<file path="src/rtl/inst_fetch_unit.sv">
// Instruction fetch requester: drives the memory word address, queues returned
// words with their pc for decode, and handles redirects and halt-on-self-jump.
module inst_fetch_unit #(
   parameter int          AW        = 8,
   parameter int          DW        = 32,
   parameter int          QDEPTH    = 2,
   parameter logic [DW-1:0] HALT_WORD = 32'hFFFF_F06F
) (
   input  logic          clk,
   input  logic          rst_n,
   output logic [AW-1:0] mem_address,
   input  logic [DW-1:0] mem_data,
   output logic          if_valid,
   input  logic          if_ready,
   output logic [DW-1:0] if_instr,
   output logic [AW-1:0] if_pc,
   input  logic          redirect_valid,
   input  logic [AW-1:0] redirect_pc,
   output logic          halted
);

   localparam int PW = (QDEPTH > 1) ? $clog2(QDEPTH) : 1;
   localparam int CW = $clog2(QDEPTH + 1);

   typedef enum logic {FETCH, HALT} state_t;

   state_t          state_q, state_d;
   logic [AW-1:0]   pc_q;
   logic [AW-1:0]   fl_pc_q;
   logic            inflight_q;
   logic [CW-1:0]   count_q;
   logic [PW-1:0]   rd_q, wr_q;
   logic [DW-1:0]   instr_q [QDEPTH];
   logic [AW-1:0]   pcs_q   [QDEPTH];

   logic            pop;
   logic            wr_en;
   logic            halt_hit;
   logic            issue_ok;
   logic [CW:0]     occ;

   function automatic logic [PW-1:0] nxt(input logic [PW-1:0] p);
      return (p == PW'(QDEPTH - 1)) ? '0 : p + 1'b1;
   endfunction

   // Credit check counts the word in flight so the queue can never overflow.
   always_comb begin
      pop      = (count_q != '0) && if_ready;
      wr_en    = inflight_q && (state_q == FETCH);
      halt_hit = wr_en && (mem_data == HALT_WORD);
      occ      = (CW+1)'(count_q) + (CW+1)'(inflight_q) - (CW+1)'(pop);
      issue_ok = (state_q == FETCH) && !redirect_valid
                 && (occ < (CW+1)'(QDEPTH));
   end

   always_ff @(posedge clk or negedge rst_n) begin
      if (!rst_n) state_q <= FETCH;
      else        state_q <= state_d;
   end

   always_comb begin
      state_d = state_q;
      priority case (1'b1)
         redirect_valid: state_d = FETCH;
         halt_hit:       state_d = HALT;
         default:        state_d = state_q;
      endcase
   end

   always_comb begin
      halted = (state_q == HALT);
   end

   always_ff @(posedge clk or negedge rst_n) begin
      if (!rst_n) begin
         pc_q       <= '0;
         fl_pc_q    <= '0;
         inflight_q <= 1'b0;
         count_q    <= '0;
         rd_q       <= '0;
         wr_q       <= '0;
         for (int i = 0; i < QDEPTH; i++) begin
            instr_q[i] <= '0;
            pcs_q[i]   <= '0;
         end
      end else if (redirect_valid) begin
         pc_q       <= redirect_pc;
         inflight_q <= 1'b0;
         count_q    <= '0;
         rd_q       <= '0;
         wr_q       <= '0;
      end else begin
         inflight_q <= issue_ok;
         if (issue_ok) begin
            pc_q    <= pc_q + AW'(1);
            fl_pc_q <= pc_q;
         end
         if (wr_en) begin
            instr_q[wr_q] <= mem_data;
            pcs_q[wr_q]   <= fl_pc_q;
            wr_q          <= nxt(wr_q);
         end
         if (pop) rd_q <= nxt(rd_q);
         count_q <= count_q + CW'(wr_en) - CW'(pop);
      end
   end

   assign mem_address = pc_q;
   assign if_valid    = (count_q != '0);
   assign if_instr    = instr_q[rd_q];
   assign if_pc       = pcs_q[rd_q];

endmodule

</file>
<file path="config.mk">
export PLATFORM = sky130hd
export DESIGN_NAME = inst_fetch_unit
export DESIGN_NICKNAME = d
export VERILOG_FILES = /design/src/rtl/inst_fetch_unit.sv
export SDC_FILE = /design/constraint.sdc
export NUM_CORES = 1
export LEC_CHECK = 0
export ABC_CLOCK_PERIOD_IN_PS = 2810
export BUFFER_PORTS_ARGS = -buffer_cell sky130_fd_sc_hd__buf_4
export CAP_MARGIN = 5
export CORE_MARGIN = 5
export CORE_UTILIZATION = 50
export DETAILED_ROUTE_END_ITERATION = 8
export GPL_ROUTABILITY_DRIVEN = 0
export HOLD_SLACK_MARGIN = 0.05
export PLACE_DENSITY = 0.79
export SYNTH_ARGS = -nofsm -noshare
export SYNTH_HDL_FRONTEND = slang
export SYNTH_SLANG_ARGS = --single-unit
</file>
<file path="constraint.sdc">
create_clock -name clk -period 2.81 [get_ports clk]
set_input_delay 0.7025 -clock clk [delete_from_list [all_inputs] [get_ports clk]]
set_output_delay 0.7025 -clock clk [all_outputs]
set_load 0.1 [all_outputs]
</file>
==> results.py <==
metrics = {
    "sta": {
        "fin_skew_ns": 0.0131,
        "tns_ns": 0,
        "setup_slack_ns": 0.256,
        "final-setup-viol-count": 0,
        "max_slew_margin": 0.600,
        "grt_setup_unrepaired": "no",
        "max_freq_mhz": 391,
        "worst_slew_pin_slew_ns": 0.600,
        "final-hold-violation-count": 0,
        "min_period_ns": 2.55,
        "post-route-period-util": 0.909,
        "drv_slew": 0,
        "hold_slack_ns": 0.321,
    },
    "floorplanning": {
        "fp-row-count": 35,
        "core_area_um2": 9150,
        "die_x_um": 106,
        "die_h_um": 106,
        "initial_utilization": 0.508,
        "ios": 94,
        "dieArea_um2": 11300,
    },
    "worst_setup_path": {
        "start_kind": "flop",
        "reg2regPathDepth": 10,
        "cp.required_ns": 3.05,
        "r2r-start": "count_q[1]",
        "crit_path_end_kind": "flop",
        "worst-path-max-fanout": 15,
        "arrival_ns": 2.80,
        "crit_type": "flop to flop",
        "r2r-end": "mem_address[1]",
        "reg2reg_slack_ns": 0.26,
    },
    "global_route": {
        "grt_antenna_before_repair": 0,
        "grt_max_degree": 59,
        "grt_first_pass_wirelength_um": 16100,
        "grt_usage": 0.179,
        "grt_pass1_vias": 3232,
        "overflow": 0,
    },
    "clocking": {
        "cts_tree": "built",
        "ctsHoldBuffers": 0,
        "cts_setup_buffers": 0,
        "root_buffer": "clkbuf_8",
        "cts_repair_resize_count": 0,
        "clock_latency_ns": 0.37,
        "clk_pin_slew_worst_paths_ns": 0.10,
        "cts_max_level": 3,
        "cts_buffer_depth": 2,
        "cts_buffers": 9,
        "clock_sinks": 102,
    },
    "layout": {
        "layout_common_cells": "mux2_2, dfrtp_1, buf_4",
        "drive_gt1_frac": 0.549,
        "syn2layout_area_growth_pct": 21.9,
        "finalNetCount": 481,
        "final_common_cell": "mux2_2",
        "final_cell_area_um2": 5670,
        "diodes": 0,
    },
    "synthesis": {
        "ys_types": 40,
        "synth_top_area_frac": 0.549,
        "synthTopCellsByArea": "dfrtp_1, mux2_2, nand2_1",
        "syn_nets": 386,
        "ys_ff_latch": 102,
        "syn-cell-area_um2": 4650,
        "postSynthCellCount": 338,
        "ys_warn_count": 0,
        "yosysSeqAreaShare": 0.549,
        "synth_area_leader_cell": "dfrtp_1",
        "syn_avg_cell_area_um2": 13.8,
    },
    "placement": {
        "placed_area_um2": 5490,
        "port_buffers": 93,
        "place_hpwl_um": 6970,
        "dp_slack_ns": 0.0959,
    },
    "detailed_routing": {
        "drtIter0Drc": 89,
        "vias_per_cell": 5.47,
        "ant_nets": 0,
        "first_pass_iters": 4,
        "dr_total_vias": 2999,
        "wl_um": 9770,
        "wl_per_cell_um": 17.8,
        "drc": 0,
    },
    "status": {
        "status": "finished clean",
    },
    "job": {
        "cap_violations": 0,
    },
    "hold_path": {
        "hp-class": "primary input to async pin",
    },
}
## cells by family (layout without fill, tap and decap cells)
family | after synthesis | after routing | synth area share
AOI/OAI and AO/OA | 19 | 19 | 0.0331
xor gates and xnor gates | 6 | 6 | 0.0129
adders and majority gates | 4 | 4 | 0.0124
buffers and inverters | 22 | 121 | 0.0264
DFF | 102 | 102 | 0.549
muxes | 120 | 120 | 0.291
and+or+nand+nor | 65 | 65 | 0.0756
## through the flow
step / util / instances
after global routing: 0.619 / 548
after floorplan: - / 338
final: 0.619 / 548
after detailed placement: 0.599 / 533
after global placement: 0.599 / 533
after CTS: 0.619 / 548
## registers in the layout (all words and copies together) (netlist names)
| signal | count |
|---|---|
| instr_q | 64 |
| pcs_q | 16 |
| fl_pc_q | 8 |
| mem_address | 8 |
| count_q | 2 |
| halted | 1 |
| inflight_q | 1 |
| rd_q | 1 |
| wr_q | 1 |
## final cells by class
cell class                 instances  area (um2)
clock inverter                     5        42.5
timing repair buffer             101         783
sequential                       102        2550
multi-input combinational        214        1990
inverter                           5        21.3
clock buffer                      10         138
fill                             728        3490
tap                              111         139
## critical path, cell delays in order, from the launching register on
cell     delay [ns]
dfrtp_1        0.48
or2_4          0.17
nand2_1        0.09
nor2_1         0.16
o21ai_0        0.14
fa_1           0.45
xnor2_2        0.21
nand3_4        0.21
inv_4          0.18
nor3b_1        0.06
a221o_1        0.27
## cell usage after synthesis, drive strengths merged
| cell type | number |
|---|---|
| mux2 | 120 |
| dfrtp | 102 |
| nand2 | 29 |
| buf | 14 |
| nor2 | 8 |
| a31oi | 5 |
| inv | 5 |
| nand4 | 4 |
| o21ai | 4 |
| and3 | 3 |
| clkbuf | 3 |
| ha | 3 |
| nand3 | 3 |
| nand4b | 3 |
| nor2b | 3 |
| nor3 | 3 |
| nor3b | 3 |
| xnor2 | 3 |
| xor2 | 3 |
| a221o | 2 |
| a311o | 2 |
| a311oi | 2 |
| and2 | 2 |
| o311ai | 2 |
| a21o | 1 |
| fa | 1 |
| nand2b | 1 |
| nor4 | 1 |
| o41ai | 1 |
| or2 | 1 |
| or4b | 1 |
## how the worst max path moves through the flow
stage	from	endpoint	slack, ns	cells after the start
2_1_floorplan	count_q[1]	mem_address[5]	0.14	8
3_3_place_gp	if_ready	mem_address[1]	0.17	10
3_5_place_dp	if_ready	mem_address[1]	0.1	10
4_1_cts	count_q[1]	mem_address[1]	0.24	10
5_1_grt	count_q[1]	mem_address[1]	0.09	10
6_report	count_q[1]	mem_address[1]	0.26	10
## metal layers
layer  vias to the layer above  share of wire  global-route usage  routed length, um
met5                         -              0                   0                  0
met1                      1507           0.41               0.235               4010
li1                       1403              -                   -                  -
met3                        14          0.044              0.0322                427
met2                        75           0.53               0.296               5160
met4                         0          0.018              0.0676                176
Power is not shown: default switching activity piles up to over one toggle a cycle in this logic, so the estimate is an artifact.
